--- src/rtl/write_check_pkg.sv ---
// Shared widths, slot record layout and the chunk-index / age-compare helpers
// for the multi-record write hazard table.
package write_check_pkg;

    localparam int IDX_W   = 3;
    localparam int GRP_W   = 3;
    localparam int OFF_W   = 9;
    localparam int CHUNK_W = 6;
    localparam int CIDX_W  = GRP_W + OFF_W - CHUNK_W;
    localparam int MASK_W  = 2 ** CIDX_W;
    localparam int GRPN_W  = 5 - GRP_W;

    typedef struct packed {
        logic              valid;
        logic [IDX_W-1:0]  inst;
        logic              vdValid;
        logic [4:0]        vd;
        logic              vs1Valid;
        logic [4:0]        vs1;
        logic [4:0]        vs2;
        logic              gather;
        logic              gather16;
        logic              onlyRead;
        logic [MASK_W-1:0] mask;
    } record_t;

    function automatic logic [CIDX_W-1:0] chunkIdx(input logic [4:0]       vd,
                                                   input logic [OFF_W-1:0] offset);
        return CIDX_W'({vd[GRP_W-1:0], offset} >> CHUNK_W);
    endfunction

    // 1 when the checking instruction is younger than the record (wrap-aware).
    function automatic logic ageBlock(input logic [IDX_W-1:0] chk,
                                      input logic [IDX_W-1:0] rec);
        logic same;
        logic lt;
        same = (chk == rec);
        lt   = (chk[IDX_W-2:0] < rec[IDX_W-2:0]);
        return !(same || (lt ^ chk[IDX_W-1] ^ rec[IDX_W-1]));
    endfunction

endpackage

--- src/rtl/write_check_entry.sv ---
// Hazard evaluation of one record slot against one check lane; purely combinational.
module write_check_entry
    import write_check_pkg::*;
(
    input  record_t            rec,
    input  logic [4:0]         chkVd,
    input  logic [OFF_W-1:0]   chkOffset,
    input  logic [IDX_W-1:0]   chkInst,
    output logic               block
);

    localparam int CPR_W = OFF_W - CHUNK_W;

    // Window bit of a mask anchored at register rs; 1 = chunk done. The lo
    // window is the anchor group, hi is the following group.
    function automatic logic winDone(input logic [MASK_W-1:0] m,
                                     input logic [GRP_W-1:0]  rs,
                                     input logic [CIDX_W-1:0] c,
                                     input logic              hi);
        logic [CIDX_W-1:0] start;
        logic [CIDX_W-1:0] idx;
        start = {rs, {CPR_W{1'b0}}};
        idx   = c - start;
        if (hi) begin
            return (c < start) ? m[idx] : 1'b1;
        end
        return (c < start) ? 1'b1 : m[idx];
    endfunction

    logic [CIDX_W-1:0] chunk;
    logic [GRPN_W-1:0] grp;
    logic [GRPN_W-1:0] vdGrp;
    logic [GRPN_W-1:0] vdGrpNext;
    logic [GRPN_W-1:0] vs1Grp;
    logic [GRPN_W-1:0] vs2Grp;
    logic [GRPN_W-1:0] vs2GrpNext;
    logic              same;
    logic              waw;
    logic              war1;
    logic              war2;

    always_comb begin
        chunk      = chunkIdx(chkVd, chkOffset);
        grp        = chkVd[4:GRP_W];
        vdGrp      = rec.vd[4:GRP_W];
        vdGrpNext  = vdGrp + GRPN_W'(1);
        vs1Grp     = rec.vs1[4:GRP_W];
        vs2Grp     = rec.vs2[4:GRP_W];
        vs2GrpNext = vs2Grp + GRPN_W'(1);
        same       = (chkInst == rec.inst);

        waw  = rec.vdValid &&
               ((!winDone(rec.mask, rec.vd[GRP_W-1:0], chunk, 1'b0) && grp == vdGrp) ||
                (!winDone(rec.mask, rec.vd[GRP_W-1:0], chunk, 1'b1) && grp == vdGrpNext));
        war1 = rec.vs1Valid && grp == vs1Grp &&
               (!winDone(rec.mask, rec.vs1[GRP_W-1:0], chunk, 1'b0) || rec.gather16);
        war2 = ((!winDone(rec.mask, rec.vs2[GRP_W-1:0], chunk, 1'b0) || rec.onlyRead || rec.gather) &&
                grp == vs2Grp) ||
               ((!winDone(rec.mask, rec.vs2[GRP_W-1:0], chunk, 1'b1) || rec.gather) &&
                grp == vs2GrpNext);

        block = rec.valid && ageBlock(chkInst, rec.inst) && !same && (waw || war1 || war2);
    end

endmodule

--- src/rtl/write_check_table.sv ---
// Multi-record write-permission table: NR_CHECK queries per cycle, registered result, latency 1, no backpressure.
// WRITE_CHECK_BYPASS_EN: same-cycle update/retire are visible to the check compare.
module write_check_table
    import write_check_pkg::*;
#(
    parameter int NR_RECORDS = 4,
    parameter int NR_CHECK   = 2
) (
    input  logic                      clock,
    input  logic                      reset,
    input  logic                      alloc_valid,
    output logic                      alloc_ready,
    input  logic [IDX_W-1:0]          alloc_inst,
    input  logic                      alloc_vd_valid,
    input  logic [4:0]                alloc_vd,
    input  logic                      alloc_vs1_valid,
    input  logic [4:0]                alloc_vs1,
    input  logic [4:0]                alloc_vs2,
    input  logic                      alloc_gather,
    input  logic                      alloc_gather16,
    input  logic                      alloc_onlyRead,
    input  logic                      upd_valid,
    input  logic [IDX_W-1:0]          upd_inst,
    input  logic [MASK_W-1:0]         upd_mask,
    input  logic                      ret_valid,
    input  logic [IDX_W-1:0]          ret_inst,
    input  logic [NR_CHECK-1:0]       chk_valid,
    input  logic [NR_CHECK*5-1:0]     chk_vd,
    input  logic [NR_CHECK*OFF_W-1:0] chk_offset,
    input  logic [NR_CHECK*IDX_W-1:0] chk_inst,
    output logic [NR_CHECK-1:0]       resp_valid,
    output logic [NR_CHECK-1:0]       resp_pass,
    output logic                      dup_err
);

    localparam int SLOT_W = (NR_RECORDS > 1) ? $clog2(NR_RECORDS) : 1;

    record_t                             slots  [NR_RECORDS];
    record_t                             effRec [NR_RECORDS];
    record_t                             newRec;
    logic [NR_RECORDS-1:0]               updHit;
    logic [NR_RECORDS-1:0]               retHit;
    logic [SLOT_W-1:0]                   freeIdx;
    logic                                anyFree;
    logic                                dupHit;
    logic                                allocFire;
    logic [NR_CHECK-1:0][NR_RECORDS-1:0] blockHit;

    // Descending scan so the lowest free slot wins.
    always_comb begin
        anyFree = 1'b0;
        freeIdx = '0;
        dupHit  = 1'b0;
        updHit  = '0;
        retHit  = '0;
        for (int i = NR_RECORDS - 1; i >= 0; i--) begin
            if (!slots[i].valid) begin
                anyFree = 1'b1;
                freeIdx = SLOT_W'(i);
            end
            dupHit    = dupHit | (slots[i].valid && slots[i].inst == alloc_inst);
            updHit[i] = upd_valid && slots[i].valid && slots[i].inst == upd_inst;
            retHit[i] = ret_valid && slots[i].valid && slots[i].inst == ret_inst;
        end
    end

    assign alloc_ready = anyFree;
    assign allocFire   = alloc_valid && anyFree;

    always_comb begin
        newRec          = '0;
        newRec.valid    = 1'b1;
        newRec.inst     = alloc_inst;
        newRec.vdValid  = alloc_vd_valid;
        newRec.vd       = alloc_vd;
        newRec.vs1Valid = alloc_vs1_valid;
        newRec.vs1      = alloc_vs1;
        newRec.vs2      = alloc_vs2;
        newRec.gather   = alloc_gather;
        newRec.gather16 = alloc_gather16;
        newRec.onlyRead = alloc_onlyRead;
    end

    always_ff @(posedge clock or negedge reset) begin
        if (!reset) begin
            for (int i = 0; i < NR_RECORDS; i++) begin
                slots[i] <= '0;
            end
            dup_err <= 1'b0;
        end else begin
            for (int i = 0; i < NR_RECORDS; i++) begin
                if (retHit[i]) begin
                    slots[i].valid <= 1'b0;
                end else if (updHit[i]) begin
                    slots[i].mask <= slots[i].mask | upd_mask;
                end
                if (allocFire && !dupHit && freeIdx == SLOT_W'(i)) begin
                    slots[i] <= newRec;
                end
            end
            if (allocFire && dupHit) begin
                dup_err <= 1'b1;
            end
        end
    end

    always_comb begin
        for (int i = 0; i < NR_RECORDS; i++) begin
            effRec[i] = slots[i];
`ifdef WRITE_CHECK_BYPASS_EN
            if (updHit[i]) effRec[i].mask = slots[i].mask | upd_mask;
            if (retHit[i]) effRec[i].valid = 1'b0;
`endif
        end
    end

    for (genvar l = 0; l < NR_CHECK; l++) begin : g_lane
        for (genvar r = 0; r < NR_RECORDS; r++) begin : g_rec
            write_check_entry u_entry (
                .rec       (effRec[r]),
                .chkVd     (chk_vd[l*5 +: 5]),
                .chkOffset (chk_offset[l*OFF_W +: OFF_W]),
                .chkInst   (chk_inst[l*IDX_W +: IDX_W]),
                .block     (blockHit[l][r])
            );
        end
    end

    always_ff @(posedge clock or negedge reset) begin
        if (!reset) begin
            resp_valid <= '0;
            resp_pass  <= '1;
        end else begin
            for (int l = 0; l < NR_CHECK; l++) begin
                resp_valid[l] <= chk_valid[l];
                resp_pass[l]  <= chk_valid[l] ? ~|blockHit[l] : 1'b1;
            end
        end
    end

endmodule
--- config.mk ---
export PLATFORM = sky130hd
export DESIGN_NAME = write_check_table
export DESIGN_NICKNAME = d
export VERILOG_FILES = /design/src/rtl/write_check_pkg.sv /design/src/rtl/write_check_entry.sv /design/src/rtl/write_check_table.sv
export SDC_FILE = /design/constraint.sdc
export NUM_CORES = 1
export LEC_CHECK = 0
export CAP_MARGIN = 10
export CORE_ASPECT_RATIO = 1.2
export CORE_UTILIZATION = 50
export CTS_CLUSTER_DIAMETER = 60
export DETAILED_ROUTE_END_ITERATION = 6
export PLACE_DENSITY = 0.69
export SYNTH_ARGS = -nofsm -noshare
export SYNTH_HDL_FRONTEND = slang
export SYNTH_SLANG_ARGS = --single-unit
--- constraint.sdc ---
create_clock -name clock -period 7.25 [get_ports clock]
set_clock_uncertainty 0.15 [all_clocks]
set_input_delay 2.175 -clock clock [delete_from_list [all_inputs] [get_ports clock]]
set_output_delay 2.175 -clock clock [all_outputs]
set_load 0.05 [all_outputs]
Word-level counts from Yosys, hierarchy flattened
Cells that the tools add are included.
Storage, ports and cells
  register bits after elaboration: 357
  output and inout port bits: 6
  word-level logic and storage cells: 592
  input bits: 134
Cells by class
  reductions and logical operators: 253
  equal/unequal tests: 67
  bitwise operators: 23
  add/subtract/negate cells: 32
  mux-type cells: 114
  magnitude comparators: 56
Operators by type and width (number)
  64-bit two-way mux: 8
  88-bit two-way mux: 4
  64-bit bitwise OR: 4
  6-bit by 7-bit < comparator with 1-bit output, second input constant: 24
  1-bit binary-select mux with 6-bit select: 24
  6-bit < comparator: 24
  6-bit subtractor: 24
  1-bit logical AND: 107
  2-bit == test: 40
  1-bit two-way mux: 74
  1-bit logical OR: 72
  3-bit == test: 20
  1-bit logical NOT: 59
  2-bit by 1-bit adder with 2-bit output, second input constant: 8
  2-bit < comparator: 8
  2-bit nonzero test: 8
  1-bit XOR: 16
  2-bit two-way mux: 4
  2-bit by 1-bit != test with 1-bit output, second input constant: 4
  2-bit AND reduction: 4
  4-bit OR reduction: 2
  2-bit == test, second input constant: 2
  1-bit bitwise OR: 3
  2-bit by 1-bit == test with 1-bit output, second input constant: 1
  2-bit logical NOT: 1

Longest topological paths before layout
Gate-level depths: netlist of run 1.
  depth after elaboration: 14
  depth in mapped cells: 13
  gate-level depth less buffers: 11

Modules after synthesis
Synthesis of run 1 repeated with hierarchy kept, for this count alone.
Second synthesis, totals
  cells, all modules: 2120
  area, all modules: 23346.1 um^2
Modules (own cells, without submodules)
  write_check_table: area each 13296.5 um^2, sequential area each 8936.1 um^2, times used 1, cells an instance 1100
  write_check_entry at g_lane[0].g_rec[0].u_entry ...: area each 1253.7 um^2, sequential area each 0.0 um^2, times used 6, cells an instance 128
  write_check_entry at g_lane[1].g_rec[2].u_entry ...: area each 1263.7 um^2, sequential area each 0.0 um^2, times used 2, cells an instance 126

Worst setup path after synthesis of run 1
No wires, ideal clock.
  kind: input port to flip-flop
  from: input chk_vd[6]
  to: register resp_pass[1]
  library setup time: 0.072 ns
  arrival: 4.564 ns
  stages on the path: 9
  data required time: 7.028 ns
  path buffers: 0
  path slack: 2.464 ns
  path through: inv_1 > fa_1 > xor2_1 > mux2_2 > mux4_2 > o211ai_1 > nand4_1 > a32o_1 > o21ai_1
Between the ends
  cells in the longest elaborated chain, start to end: 14
  elaborated cells on any way between the ends: 151
  those cells by class: add/sub: 12; order compare: 12; mux: 45; reduce/logical: 82
RTL lines
  start, declared: RTL line write_check_table.sv:28  | input logic [NR_CHECK*5-1:0] chk_vd,
  6-bit subtractor: RTL line write_check_entry.sv:23  | idx = c - start;
  1-bit binary-select mux with 6-bit select: RTL line write_check_entry.sv:25, write_check_entry.sv:27
  1-bit two-way mux (implied by the code): RTL line write_check_entry.sv:25, write_check_entry.sv:27
  1-bit two-way mux (on tied branches): RTL line write_check_entry.sv:27, write_check_entry.sv:25
  1-bit logical NOT (on tied branches): RTL line write_check_entry.sv:53, write_check_entry.sv:57, write_check_entry.sv:54
  1-bit logical AND (tied with other cells): RTL line write_check_entry.sv:53  | ((!winDone(rec.mask, rec.vd[GRP_W-1:0], chunk, 1'b0) && grp == vdGrp) ||
  1-bit logical OR (on tied branches): RTL line write_check_entry.sv:53, write_check_entry.sv:57
  1-bit logical AND (on tied branches): RTL line write_check_entry.sv:52, write_check_entry.sv:57
  1-bit logical OR (on tied branches): RTL line write_check_entry.sv:62, write_check_entry.sv:58
  1-bit logical OR: RTL line write_check_entry.sv:62  | block = rec.valid && ageBlock(chkInst, rec.inst) && !same && (waw || war1 || war2);
  1-bit logical AND: RTL line write_check_entry.sv:62
  4-bit OR reduction (*): RTL line write_check_table.sv:136  | resp_pass[l] <= chk_valid[l] ? ~|blockHit[l] : 1'b1;
  1-bit logical NOT (*): RTL line write_check_table.sv:136
  1-bit two-way mux (*): RTL line write_check_table.sv:136
  end signal, assigned by index: RTL line write_check_table.sv:136
  end, declared: RTL line write_check_table.sv:32  | output logic [NR_CHECK-1:0] resp_pass,
Mark *: on every way between the ends. The rest lies on a longest branch, timed or not. The select of a mux whose other input is x is not followed.
A chain may end at the register's enable or synchronous reset.

Worst setup path in the final report of run 1
  from: input chk_vd[1]
  to: register resp_pass[0]
The elaborated chain is that of the path after synthesis.

==> results of run 1 <==
==> area by class of cell <==
| cell class | instances | area, um^2 | share of cell area, % |
|---|---|---|---|
| flip-flops and latches | 357 | 8940 | 34.5 |
| clock inverters | 16 | 179 | 0.691 |
| multi-input cells | 1636 | 12800 | 49.6 |
| inverters | 79 | 297 | 1.15 |
| well taps | 609 | 762 | 2.94 |
| clock buffers | 60 | 1240 | 4.79 |
| repair buffers | 171 | 1640 | 6.34 |
==> per-stage QoR <==
step,cell area [um^2],power [mW],hold WS (ps),setup slack [ps]
2_1_floorplan,22800,7.00,321,2460
6_report,25900,10.7,316,1650
4_1_cts,25900,10.6,318,1600
3_5_place_dp,24500,8.40,307,1020
3_3_place_gp,24500,8.19,310,1040
5_1_grt,25900,11.4,348,1370
==> Yosys cell counts, types with 24 or more instances <==
cell type    n
nand3_1     26
mux2_2      82
mux2i_1    124
xor2_1      32
mux4_2      94
inv_1       77
xnor2_1     81
clkbuf_1    68
fa_1        24
o21ai_0     98
nand2_1     86
ha_1        88
a22oi_1     36
nor2b_1     31
nor2_1     304
a21oi_1    304
buf_2       33
dfrtp_1    355
nand4_1     27
==> state kept, by name, indices dropped and copies added, names as in the netlist <==
name,cells
effRec,352
resp_pass,2
resp_valid,2
dup_err,1
==> how the worst max path moves through the flow <==
| stage | start | endpoint | slack [ps] | cells past startpoint |
|---|---|---|---|---|
| floorplan | chk_vd[6] | resp_pass[1] | 2460 | 9 |
| global placement | chk_vd[1] | resp_pass[0] | 1040 | 11 |
| detailed placement | chk_vd[1] | resp_pass[0] | 1020 | 11 |
| CTS | chk_vd[1] | resp_pass[0] | 1600 | 11 |
| global route | chk_vd[1] | resp_pass[0] | 1370 | 12 |
| finish | chk_vd[1] | resp_pass[0] | 1650 | 11 |
==> per-layer routing <==
metal  GRT usage [%]  vias to the layer above  part of all wire, %
met2            47.8                      772                   47
met5               0                        -                    0
li1                -                     8157                    -
met4            15.8                        0                  5.4
met1            40.4                     9058                   41
met3            4.92                      164                  7.2
==> power by group through the flow <==
| stage | clock network [mW] | registers, mW | logic, mW |
|---|---|---|---|
| after detailed placement | 0 | 3.58 | 4.83 |
| after floorplan | 0 | 3.30 | 3.70 |
| after global placement | 0 | 3.53 | 4.66 |
| after global routing | 2.29 | 3.68 | 5.39 |
| after CTS | 2.21 | 3.55 | 4.86 |
| final | 2.17 | 3.57 | 4.91 |
==> cells by family after synthesis <==
family,Yosys count,synth area share (%)
compound gates,540,13.7
xor+xnor,113,4.34
fa+ha+maj,112,6.94
buf+inv,223,4.78
flops,357,39.2
mux,310,19.9
simple gates,561,11.1
==> critical path: cells and delay by family <==
family,cells,cell delay (ps)
compound gates,3,1020
xor+xnor,1,450
fa+ha+maj,1,590
buf+inv,3,1140
mux,1,260
simple gates,2,290
==> flow_results.org, run 1 <==
** Worst setup path
- Highest net fanout along the worst path :: 13
- Destination of the worst register-to-register timing path :: resp_pass[0]
- Launch instance of the worst register-to-register path :: effRec[85]
- The critical path in this run is classified as in2reg.
- The worst register-to-register path has a setup slack of 3930 ps.
- The largest individual stage delay along the critical path comes from the cell fa_1.
- The worst setup path is captured at a register.
- For the worst setup path, the data arrival time is 5920 ps.
- Logic depth of the worst register-to-register path :: 10
- The largest single stage delay on the critical path is 590 ps.
- CP cell instances :: clkdlybuf4s50_1, buf_4, inv_1, fa_1, xnor2_1, mux2_2, nor3b_1, o311ai_0, nand4_1, a32o_1, o41ai_2
- Setup crit start kind :: primary input
- At the worst endpoint, the required time is 7570 ps.

** GRT
- The number of antenna violations at the first check in global routing came to 1.
- Total overflow reported by the global router :: 0
- Global routing consumed, over all layers together, 30.3% of the routing resources.
- Via count of the first global-routing pass :: 17900
- The first global-routing pass estimated 108000 um of wire.
- Entering global routing, the biggest net connects 142 pins.

** Job
- Max-cap violations in this run came to 0.

** Clock network
- The clock tree synthesis step divided the H-tree into 2 levels.
- After clock tree synthesis, the repair step resized 0 gates.
- The number of setup buffers added after CTS is 0.
- TritonCTS clock tree :: built
- Maximum buffer depth of the clock tree :: 3
- The clock net in this run drives a total of 357 sinks.
- Clock-pin slew of the registers on the worst-case setup and hold paths :: 60 ps
- Latest clock arrival within the worst-skew pair :: 590 ps
- In this run, post-CTS hold repair placed 0 buffers.
- Buffers inserted during clock tree synthesis total 41.
- Root Driver :: clkbuf_16

** Floorplan
- Die height :: 236 um
- The initial utilization of the core area, before any placement, comes to 50.8%.
- The total area inside the core boundary comes to 44900 um^2.
- The die covers 46400 um^2.
- Number of placement rows :: 85
- 140 I/O pins were placed.
- Die width :: 197 um

** Drt
- Once detail routing completed, the nets flagged for antenna violations numbered 0.
- The detailed router placed 18200 vias in this run.
- The detailed router finished its first iteration with 1631 violations.
- The routed design has 68900 um of wire.
- Routed vias/inst :: 6.20
- For this run, design rule violations remaining after detail routing come to 0.
- The first detailed-routing pass took 5 iterations.
- Routed wirelength normalized by instance count :: 23.5 um

** Timing
- Slew of the pin with the lowest slew margin :: 1220 ps
- Maximum clock frequency :: 179 MHz
- Fin crit share :: 77.3%
- TNS Setup :: 0 ps
- The total count of hold-check failures in the final report was 0.
- Final slew viol count :: 0
- Worst relative slew slack :: 18.0%
- Setup repair after global routing left no endpoint under its margin.
- Minimum clock period after layout :: 5600 ps
- Final setup viols :: 0

** Layout
- Cells fill 57.7% of the core in the end.
- Share of layout cells above drive strength 1 :: 13.4%
- Fill cells in the final layout number 3824.
- The number of antenna diodes in the final layout is 0.
- Post-synthesis to final-layout area growth :: 13.5%
- Layout Nets :: 2532
- Top library cells by usage in the layout, fill and taps aside :: dfrtp_1 (355), a21oi_1 (304), nor2_1 (299)
- Most common cell after layout, fill and taps aside :: dfrtp_1
- For this run, the number of standard cells in the final layout without fillers is 2928.

** Logic synthesis
- Synthesis inferred 357 register bits.
- The synthesized design contains 0 enable-type register cells.
- Library cell occupying the most area in the post-synthesis netlist :: dfrtp_1
- Proportion of synthesized flip-flops having asynchronous set or reset :: 100%
- Of the post-synthesis cell area, the dominant cell type holds 39.0%.
- Synthesized area per cell :: 10.3 um^2
- Top FF cell, synth :: dfrtp_1
- In this run the cell area of the synthesized design comes to 22800 um^2.
- By area the synthesized netlist is led by dfrtp_1 (39%), mux4_2 (9.3%), a21oi_1 (6.7%).
- Synthesis produced 2216 cells.
- Sequential-to-total area share from yosys stat :: 39.2%
- Netlist cell types :: 72
- The Yosys step of the flow raised 0 warnings.
- Synthesis produced a netlist with a net count of 2462.

** Placed design
- At the end of routability-driven placement, the weighted congestion stood at 0.927.
- Detailed-placement wirelength estimate :: 49600 um
- Input/output buffers :: 127
- After detailed placement, the design holds a cell count of 2852.

** Power and ir drop
- For this design the static power due to leakage is 11.5 nW.
- Per report_power, the combinational group accounts for 46.1% of the total.
- Across the VDD grid, the largest voltage drop is 225 uV.
- Proportion of total power due to net switching :: 40.6%
- Summed over all nets, the switching power comes to 4.33 mW.
- The share of total power dissipated in the clock network is 20.4%.
- Dividing total power by cell area gives a power density of 412 nW/um^2.
- Design internal power :: 6.32 mW
- Sequential cells burn 33.5% of the power.

** Min path
- Along the worst hold path, the cell count comes to 1.
- Worst hold path type :: reg2reg
- Startpoint of the tightest hold check path :: dup_err
- End of the worst hold path :: dup_err

** Outcome
- The run finished with clean final reports.
No activity file was read; power rests on OpenSTA's default activity.
==> run 2, diff against run 1 <==
Settings changed: PLACE_DENSITY 0.69 to 0.72.
Clock period 7.25 ns to 4.5 ns, I/O delays scaled along.
==> flow_results.org, run 2 (synthesis results as in run 1) <==
** Timing
- Setup repair after global routing missed its margin :: no (unchanged)
- Fin crit share :: 92.2%
- The final setup violation count came to 0 (unchanged).
- The clock period could shrink to 4150 ps.
- Number of endpoints with negative hold slack in the final report :: 0 (unchanged)
- Maximum clock frequency :: 241 MHz
- Final slew viol count :: 0 (unchanged)
- The worst hold margin was 321 ps (was 316 ps).
- The worst-case headroom to the max-slew limit was 24.5% (was 18.0%).
- Slew of the pin with the lowest slew margin :: 1130 ps (was 1220 ps)

** Floorplan
- Initial Utilization :: 50.8% (unchanged)
- The area of the die came to 46400 um^2 (unchanged).
- Die width :: 197 um (unchanged)
- The number of top-level design ports was 140 (unchanged).
- The area of the core region came to 44900 um^2 (unchanged).
- The vertical die dimension is 236 um (unchanged).
- The row count came to 85 (unchanged).

** Placed design
- The final estimated routing congestion in global placement was 0.957 (was 0.927).
- Area after detailed placement :: 25700 um^2 (was 24500 um^2)
- The detailed-placement wirelength estimate came to 53400 um (was 49600 um).
- Input/output buffers :: 127 (unchanged)
- The instance count after placement with tap cells included came to 2987 (was 2852).

** Drt
- The total iterations of the first detailed-routing run came to 5 (unchanged).
- Detailed router's first-iteration violation count :: 1613 (was 1631)
- The DRC violation count after routing is 0 (unchanged).
- Routed vias/inst :: 6.18 (was 6.20)
- The number of vias after detailed routing was 18900 (was 18200).
- The total detailed-routing wirelength is 72200 um (was 68900 um).
- Detail Route Antenna Nets :: 0 (unchanged)
- Routed wirelength normalized by instance count :: 23.6 um (was 23.5 um)

** Layout
- Largest register FFs :: 352 (unchanged)
- The number of filler instances in the final layout came to 3716 (was 3824).
- The final instance count without filler cells was 3064 (was 2928).
- The number of nets at the end of the flow is 2668 (was 2532).
- The share of post-route cells with drive strength above 1 came to 18.2% (was 13.4%).
- Top library cells by usage in the layout, fill and taps aside: dfrtp_1 (355), a21oi_1 (304), nor2_1 (299) (unchanged).
- The synthesis-to-layout area growth was 19.2% (was 13.5%).
- Most common cell after layout, fill and taps aside :: dfrtp_1 (unchanged)
- Final instance area :: 27200 um^2 (was 25900 um^2)
- The count of inserted antenna diode cells was 0 (unchanged).

** Worst setup path
- The largest fanout on the critical path is 7 (was 13).
- The sort of element at the end of the critical path was a register (unchanged).
- Class of the most critical setup path :: in2reg (unchanged)
- The critical path startpoint category is a primary input (unchanged).
- The endpoint arrival time on the critical path is 4480 ps (was 5920 ps).
- The critical path required time is 4830 ps (was 7570 ps).

** Power and ir drop
- The internal portion of total power came to 10.9 mW (was 6.32 mW).
- Proportion of total power due to net switching :: 40.1% (was 40.6%)
- Share of power burned in combinational logic :: 47.7% (was 46.1%)
- Worst ir drop on vdd :: 332 uV (was 225 uV)
- Leakage :: 12.2 nW (was 11.5 nW)
- Switching power of the nets :: 7.28 mW (was 4.33 mW)
- The share of power burned in registers is 32.0% (was 33.5%).
- Clk network pwr share :: 20.3% (was 20.4%)
- PwrDens :: 668 nW/um^2 (was 412 nW/um^2)

** Clock network
- The number of buffers created by CTS came to 42 (was 41).
- The clock tree from TritonCTS is built (unchanged).
- The CTS H-tree depth is 2 (unchanged).
- The clock-pin transition on the worst setup and hold timing paths was 60 ps (about the same).
- Maximum buffer depth of the clock tree :: 3 (unchanged)
- The clock insertion delay at the later pin of the skew report was 590 ps (about the same).
- Root Driver :: clkbuf_16 (unchanged)
- The TritonCTS sink count was 357 (unchanged).
- Number of buffers added for setup after CTS :: 0 (unchanged)

** GRT
- Total overflow reported by the global router :: 0 (unchanged)
- The pin count of the biggest net entering global routing was 82 (was 142).
- The aggregate global-route resource usage was 31.7% (was 30.3%).
- The via count of the first global-routing pass is 19100 (was 17900).
- The number of antenna violations at the first check in global routing was 0 (was 1).
- The first-pass GRT wire length is 113000 um (was 108000 um).

** Min path
- Worst hold path type :: reg2reg (unchanged)

** Job
- Max capacitance violation total :: 0 (unchanged)

** Outcome
- Status :: finished clean (unchanged)
-- run 2: per-stage QoR --
step                      total power [mW]  TNS (ps)  utilization (%)  setup WS (ps)
after CTS                             18.1         0             60.5            208
after global placement                14.0      -639             57.2           -410
after global routing                  19.3         0             60.5            123
after detailed placement              14.3      -568             57.2           -380
after floorplan                       11.3         0                -            539
final                                 18.1         0             60.5            353
-- run 2: power groups by stage --
stage	Clock [mW]	Sequential (mW)	Combinational (mW)
4_1_cts	3.74	5.77	8.58
3_5_place_dp	0	5.81	8.51
5_1_grt	3.87	5.97	9.45
2_1_floorplan	0	5.31	5.97
3_3_place_gp	0	5.71	8.26
6_report	3.69	5.80	8.66
-- run 2: layout make-up --
class / count / area, um^2 / area share [%]
multi-input cells: 1636 / 12800 / 47.2
flip-flops and latches: 357 / 8940 / 32.9
repair buffers: 306 / 2860 / 10.5
clock buffers: 56 / 1180 / 4.36
well taps: 609 / 762 / 2.81
clock inverters: 21 / 302 / 1.11
inverters: 79 / 297 / 1.09
-- run 2: path summary, 6_finish.rpt --
path                               startpoint           end  slack, ps  cells past startpoint
worst max-delay path            chk_offset[6]  resp_pass[0]        350                     11
worst min-delay path                  dup_err       dup_err        320                      1
worst max register to register    effRec[254]  resp_pass[1]       1320                     11
worst min register to register        dup_err       dup_err        320                      1
max in group asynchronous               reset  resp_pass[1]       2670                      2
min in group asynchronous               reset   effRec[189]        590                      1
-- run 2: repair_timing --
action,in CTS,in global routing
resized for setup,0,1
hold buffers,0,0
setup endpoints to repair,0,1
-- run 2: metal layers --
| layer | wire length [um] | part of all wire, % | global-route usage (%) | vias up |
|---|---|---|---|---|
| met4 | 3510 | 4.9 | 14.2 | 0 |
| met5 | 0 | 0 | 0 | - |
| met1 | 28800 | 40 | 41.2 | 9418 |
| met2 | 34600 | 48 | 51.9 | 892 |
| li1 | - | - | - | 8428 |
| met3 | 5220 | 7.2 | 5.45 | 194 |
-- run 2: critical path, stage by stage --
cell	delay [ps]
clkdlybuf4s50_1	720
nor2b_1	260
buf_4	250
a221oi_1	400
buf_4	210
inv_1	50
mux4_2	470
o211a_1	230
o21ai_2	120
nand4_1	110
o41ai_2	280
